<file path="src/rtl/out_uart_tx_if.sv">
// Byte-push handshake between the execute stage and the UART output unit.
// The master drives out_req/out_data; out_busy tells it to stall.
interface out_uart_tx_if;
  logic       out_req;
  logic [7:0] out_data;
  logic       out_busy;

  modport master (
    output out_req,
    output out_data,
    input  out_busy
  );

  modport slave (
    input  out_req,
    input  out_data,
    output out_busy
  );
endinterface

</file>
<file path="src/rtl/out_uart_tx.sv">
// Output unit: buffers OUT bytes in a small FIFO and serialises them 8N1 on txd.
// Optional OUT_DROP_CNT_EN adds a saturating counter of pushes rejected while full.
module out_uart_tx #(
  parameter int CLK_PER_BIT = 868,
  parameter int DEPTH_LOG2  = 3
) (
  input  logic           clk,
  input  logic           rstn,
  out_uart_tx_if.slave   out_if,
  output logic           txd
`ifdef OUT_DROP_CNT_EN
  ,
  output logic [15:0]    drop_cnt
`endif
);

  localparam int DEPTH  = 1 << DEPTH_LOG2;
  localparam int BAUD_W = $clog2(CLK_PER_BIT);
  localparam logic [BAUD_W-1:0]   BAUD_LAST = BAUD_W'(CLK_PER_BIT - 1);
  localparam logic [BAUD_W-1:0]   BAUD_ONE  = BAUD_W'(1);
  localparam logic [DEPTH_LOG2:0] CNT_FULL  = (DEPTH_LOG2 + 1)'(DEPTH);
  localparam logic [DEPTH_LOG2:0] CNT_ONE   = (DEPTH_LOG2 + 1)'(1);
  localparam logic [DEPTH_LOG2-1:0] PTR_ONE = DEPTH_LOG2'(1);

  typedef enum logic [1:0] {
    S_IDLE,
    S_START,
    S_DATA,
    S_STOP
  } state_t;

  state_t                state_reg, state_next;
  logic [7:0]            mem [DEPTH];
  logic [DEPTH_LOG2-1:0] wr_ptr_reg, rd_ptr_reg;
  logic [DEPTH_LOG2:0]   count_reg;
  logic [7:0]            shift_reg, shift_next;
  logic [BAUD_W-1:0]     baud_reg, baud_next;
  logic [2:0]            bit_idx_reg, bit_idx_next;
  logic                  txd_reg, txd_next;
  logic                  busy, push, pop, baud_done, have_data;

  // Busy depends only on the registered count, so a pop in the same cycle
  // cannot admit a push that was already judged against a full FIFO.
  assign busy            = (count_reg == CNT_FULL);
  assign out_if.out_busy = busy;
  assign push            = out_if.out_req && !busy;
  assign have_data       = (count_reg != '0);
  assign baud_done       = (baud_reg == BAUD_LAST);
  assign txd             = txd_reg;

  always_ff @(posedge clk or negedge rstn) begin
    if (!rstn) begin
      wr_ptr_reg <= '0;
      rd_ptr_reg <= '0;
      count_reg  <= '0;
    end else begin
      if (push) wr_ptr_reg <= wr_ptr_reg + PTR_ONE;
      if (pop)  rd_ptr_reg <= rd_ptr_reg + PTR_ONE;
      case ({push, pop})
        2'b10:   count_reg <= count_reg + CNT_ONE;
        2'b01:   count_reg <= count_reg - CNT_ONE;
        default: count_reg <= count_reg;
      endcase
    end
  end

  always_ff @(posedge clk) begin
    if (push) mem[wr_ptr_reg] <= out_if.out_data;
  end

  always_ff @(posedge clk or negedge rstn) begin
    if (!rstn) begin
      state_reg   <= S_IDLE;
      shift_reg   <= '0;
      baud_reg    <= '0;
      bit_idx_reg <= '0;
      txd_reg     <= 1'b1;
    end else begin
      state_reg   <= state_next;
      shift_reg   <= shift_next;
      baud_reg    <= baud_next;
      bit_idx_reg <= bit_idx_next;
      txd_reg     <= txd_next;
    end
  end

  always_comb begin
    state_next = state_reg;
    case (state_reg)
      S_IDLE:  if (have_data) state_next = S_START;
      S_START: if (baud_done) state_next = S_DATA;
      S_DATA:  if (baud_done && bit_idx_reg == 3'd7) state_next = S_STOP;
      S_STOP:  if (baud_done) state_next = have_data ? S_START : S_IDLE;
      default: state_next = S_IDLE;
    endcase
  end

  always_comb begin
    pop          = 1'b0;
    shift_next   = shift_reg;
    baud_next    = baud_done ? '0 : baud_reg + BAUD_ONE;
    bit_idx_next = bit_idx_reg;
    case (state_reg)
      S_IDLE: begin
        baud_next = '0;
        if (have_data) begin
          pop        = 1'b1;
          shift_next = mem[rd_ptr_reg];
        end
      end
      S_START: begin
        if (baud_done) bit_idx_next = '0;
      end
      S_DATA: begin
        if (baud_done) begin
          shift_next   = shift_reg >> 1;
          bit_idx_next = bit_idx_reg + 3'd1;
        end
      end
      S_STOP: begin
        // Popping on the last stop cycle keeps back-to-back frames gapless.
        if (baud_done && have_data) begin
          pop        = 1'b1;
          shift_next = mem[rd_ptr_reg];
        end
      end
      default: ;
    endcase

    // txd is registered, so it is derived from where the FSM is heading.
    case (state_next)
      S_START: txd_next = 1'b0;
      S_DATA:  txd_next = shift_next[0];
      default: txd_next = 1'b1;
    endcase
  end

`ifdef OUT_DROP_CNT_EN
  logic [15:0] drop_cnt_reg;

  always_ff @(posedge clk or negedge rstn) begin
    if (!rstn) begin
      drop_cnt_reg <= '0;
    end else if (out_if.out_req && busy && drop_cnt_reg != 16'hFFFF) begin
      drop_cnt_reg <= drop_cnt_reg + 16'd1;
    end
  end

  assign drop_cnt = drop_cnt_reg;
`endif

endmodule

</file>
<file path="src/flat_wrapper.sv">
// flat-port wrapper written by rule: the top's interface ports become plain ports
module out_uart_tx_flat 
#(
  parameter int CLK_PER_BIT = 868,
  parameter int DEPTH_LOG2  = 3
)
  (clk, rstn, txd, out_if_out_req, out_if_out_data, out_if_out_busy);
  out_uart_tx_if out_if_i ();
  input  logic clk;
  input  logic rstn;
  output logic txd;
  input wire logic [$bits(out_if_i.out_req)-1:0] out_if_out_req;
  input wire logic [$bits(out_if_i.out_data)-1:0] out_if_out_data;
  output wire logic [$bits(out_if_i.out_busy)-1:0] out_if_out_busy;
  assign out_if_i.out_req = out_if_out_req;
  assign out_if_i.out_data = out_if_out_data;
  assign out_if_out_busy = out_if_i.out_busy;
  out_uart_tx #(.CLK_PER_BIT(CLK_PER_BIT), .DEPTH_LOG2(DEPTH_LOG2)) u_core (.clk(clk), .rstn(rstn), .out_if(out_if_i), .txd(txd));
endmodule
</file>
<file path="config.mk">
export PLATFORM = sky130hd
export DESIGN_NAME = out_uart_tx_flat
export DESIGN_NICKNAME = d
export VERILOG_FILES = /design/src/rtl/out_uart_tx_if.sv /design/src/rtl/out_uart_tx.sv /design/src/flat_wrapper.sv
export SDC_FILE = /design/constraint.sdc
export NUM_CORES = 1
export LEC_CHECK = 0
export ABC_AREA = 1
export BUFFER_PORTS_ARGS = -buffer_cell sky130_fd_sc_hd__buf_2
export CORE_UTILIZATION = 46
export CTS_BUF_LIST = sky130_fd_sc_hd__clkbuf_4 sky130_fd_sc_hd__clkbuf_8
export CTS_CLUSTER_DIAMETER = 50
export CTS_CLUSTER_SIZE = 10
export DETAILED_ROUTE_END_ITERATION = 6
export PLACE_DENSITY = 0.58
export SYNTH_ARGS = -nofsm -noshare
export SYNTH_HDL_FRONTEND = slang
export SYNTH_SLANG_ARGS = --single-unit
</file>
<file path="constraint.sdc">
create_clock -name clk -period 4.2 [get_ports clk]
set_input_delay 0.63 -clock clk [delete_from_list [all_inputs] [get_ports clk]]
set_output_delay 0.63 -clock clk [all_outputs]
set_load 0.1 [all_outputs]
</file>
==> flow_summary_export.csv <==
group,metric,value,unit
timing,finalCritPeriodShare,63.0,%
critical_path,cp-end-kind,"register",
grt,grtUsageMet3,3.73,%
timing,hold_viol,0,
floorplan,fp-row-count,35,
detailed_routing,drc,0,
grt,grt_pass1_wl,14600,um
clocking,clock_path_buffers,2,
clocking,clkSinkCount,98,
finish,area_delta_synth_final,8.25,%
finish,finalNonFillerCells,588,
logic_synthesis,synthCells,441,
finish,diodes,0,
clocking,clkLatencyLatePin,360,ps
finish,stdcell_area,4890,um^2
grt,grt_use_met2,29.4,%
grt,busiest_layer,"met2",
detailed_routing,wl_per_cell,15.0,um
critical_path,arrival,2910,ps
critical_path,crit_type,"register to register",
timing,rsz0062_at_grt,"false",
clocking,postCtsSetupRepairBufs,0,
floorplan,die_w,101,um
grt,track_usage,19.1,%
finish,layout-drive-gt1-share,11.3,%
critical_path,crit_path_max_fanout,8,
flow_run,drv_cap,0,
detailed_routing,wl,8810,um
pwr,ir_drop,0.386,mV
timing,fin_hold_ws,342,ps
grt,grt_antenna_before_repair,0,
timing,setup_viol,0,
detailed_routing,dr.pass1.iters,4,
logic_synthesis,synth.ff_latch_count,98,
timing,relSlewSlack,33.2,%
floorplan,initial_core_util,48.2,%
clocking,clkTransAtPathRegs,110,ps
timing,worst_pin_slew,998,ps
pwr,p_leak,2.01,nW
finish,layout_common_cells,"nand2_1 (96), nor2_1 (67), edfxtp_1 (64)",
detailed_routing,dr.first_iter.drc_count,144,
logic_synthesis,ys_types,43,
logic_synthesis,ys_warn_count,0,
logic_synthesis,ys_seq_area_share,61.4,%
timing,finalClockSkew,12.5,ps
critical_path,required,4460,ps
logic_synthesis,synth_flop_cell,"edfxtp_1",
finish,largest_reg_flops,64,
floorplan,core,9370,um^2
pwr,powerDensity,431,nW/um^2
clocking,htree_levels,3,
place,postPlaceCellArea,4690,um^2
place,io_buffers,12,
clocking,cts_tree,"built",
place,globalplace.congestion,0.885,
floorplan,io_pins,13,
clocking,clock-root-buffer,"clkbuf_8",
logic_synthesis,synthesis.nets,466,
clocking,cts_made_buffers,9,
grt,grt_max_degree,35,
place,placed_cells,572,
timing,slew_violations,0,
grt,grt_pass1_vias,2893,
logic_synthesis,synth_edf_count,64,
finish,final_util,52.2,%
logic_synthesis,syn_area_per_cell,10.3,um^2
logic_synthesis,syn_area,4520,um^2
grt,grtUsageMet1,27.0,%
place,dpl.hpwl,5880,um
floorplan,die_h,101,um
critical_path,startpoint_type,"register",
finish,fin_nets,479,
detailed_routing,final_antenna_net_count,0,
detailed_routing,drt-vias-per-instance,5.12,
clocking,cts_resized,0,
logic_synthesis,async_flop_share,34.7,%
timing,setup_tns,0,ps
floorplan,die_area,10200,um^2
min_path,worstHoldPathType,"primary input to async pin",
status,status,"complete, no violations",
finish,layout_commonest_cell,"nand2_1",
timing,fin_crit,2650,ps
clocking,ctsHoldBuffers,0,
detailed_routing,route.vias.total,3012,
timing,timing.fmax,378,MHz
grt,overflow,0,
-- synth_stat cells (2+ instances only) --
| cell | instances | area [um^2] |
|---|---|---|
| a21oi_1 | 7 | 35.0 |
| a22o_1 | 2 | 17.5 |
| buf_2 | 7 | 35.0 |
| clkbuf_1 | 2 | 7.51 |
| dfrtp_1 | 33 | 826 |
| edfxtp_1 | 64 | 1920 |
| ha_1 | 13 | 163 |
| inv_1 | 34 | 128 |
| inv_2 | 5 | 18.8 |
| nand2_1 | 96 | 360 |
| nand2_2 | 3 | 18.8 |
| nand3_1 | 8 | 40.0 |
| nand4_1 | 5 | 31.3 |
| nor2_1 | 67 | 251 |
| nor2_2 | 2 | 12.5 |
| nor3_1 | 3 | 15.0 |
| nor3b_1 | 2 | 15.0 |
| o211ai_1 | 2 | 15.0 |
| o21a_1 | 2 | 15.0 |
| o21ai_0 | 35 | 175 |
| o21ai_1 | 7 | 35.0 |
| o22ai_1 | 11 | 68.8 |
| or2_2 | 4 | 25.0 |
| xor2_1 | 8 | 70.1 |
-- per-layer routing --
| layer | vias up | part of all wire, % | routed length (um) |
|---|---|---|---|
| met3 | 9 | 3.9 | 344 |
| met2 | 57 | 46 | 4020 |
| met4 | 0 | 1.0 | 91 |
| met5 | - | 0 | 0 |
| met1 | 1441 | 49 | 4350 |
| li1 | 1505 | - | - |
-- final cells by class --
class | count | area, um^2
Clock inverter | 7 | 81.3
Inverter | 40 | 150
Tap cell | 129 | 161
Multi-Input combinational cell | 292 | 1540
Timing Repair Buffer | 13 | 67.6
Fill cell | 869 | 4480
Sequential cell | 98 | 2770
Clock buffer | 9 | 124
-- path summary, 6_finish.rpt --
kind                                        to  slack, ps  cells after the start                start
setup / recovery           u_core.count_reg[3]       1550                     16   u_core.baud_reg[0]
hold / removal              u_core.baud_reg[2]        340                      1                 rstn
setup reg to reg           u_core.count_reg[3]       1550                     16   u_core.baud_reg[0]
hold reg to reg            u_core.shift_reg[7]        500                      2  u_core.shift_reg[7]
max in group asynchronous  u_core.count_reg[2]       3350                      1                 rstn
min in group clk           u_core.shift_reg[7]        500                      2  u_core.shift_reg[7]
-- kinds of logic (layout without fill, tap and decap cells) --
family	count (synthesis)	after routing	share of synthesized area, %
buffers and inverters	51	69	4.68
and+or+nand+nor	199	199	19.3
AOI/OAI and AO/OA	70	70	8.83
adders and majority gates	14	14	4.04
DFF	98	98	61.4
xor gates and xnor gates	9	9	1.74
-- power by group --
| group | total, mW | switching (mW) | internal, mW |
|---|---|---|---|
| Sequential | 1.20 | 0.0435 | 1.16 |
| Combinational | 0.293 | 0.215 | 0.0784 |
| Clock | 0.611 | 0.373 | 0.238 |
| Total | 2.11 | 0.631 | 1.48 |
-- stage by stage --
step,setup slack (ps),power (mW)
final,1550,2.11
after detailed placement,1550,1.52
after global routing,1250,2.21
after floorplan,1790,1.42
after CTS,1530,2.14
after global placement,1650,1.52
-- critical path, cell delays in order (launching register included) --
cell      delay (ps)
dfrtp_1          410
ha_1             240
nand2_2          110
nor2_8           140
nand4_2          160
nand2_4          150
nand2_2           80
inv_2             80
ha_1             190
ha_1             270
nand2_1           80
nor2_1            40
a211oi_1         230
nor2_1            70
nor2_1            90
nand2_1           60
xor2_1           130
Power figures use the tool's default switching activity.
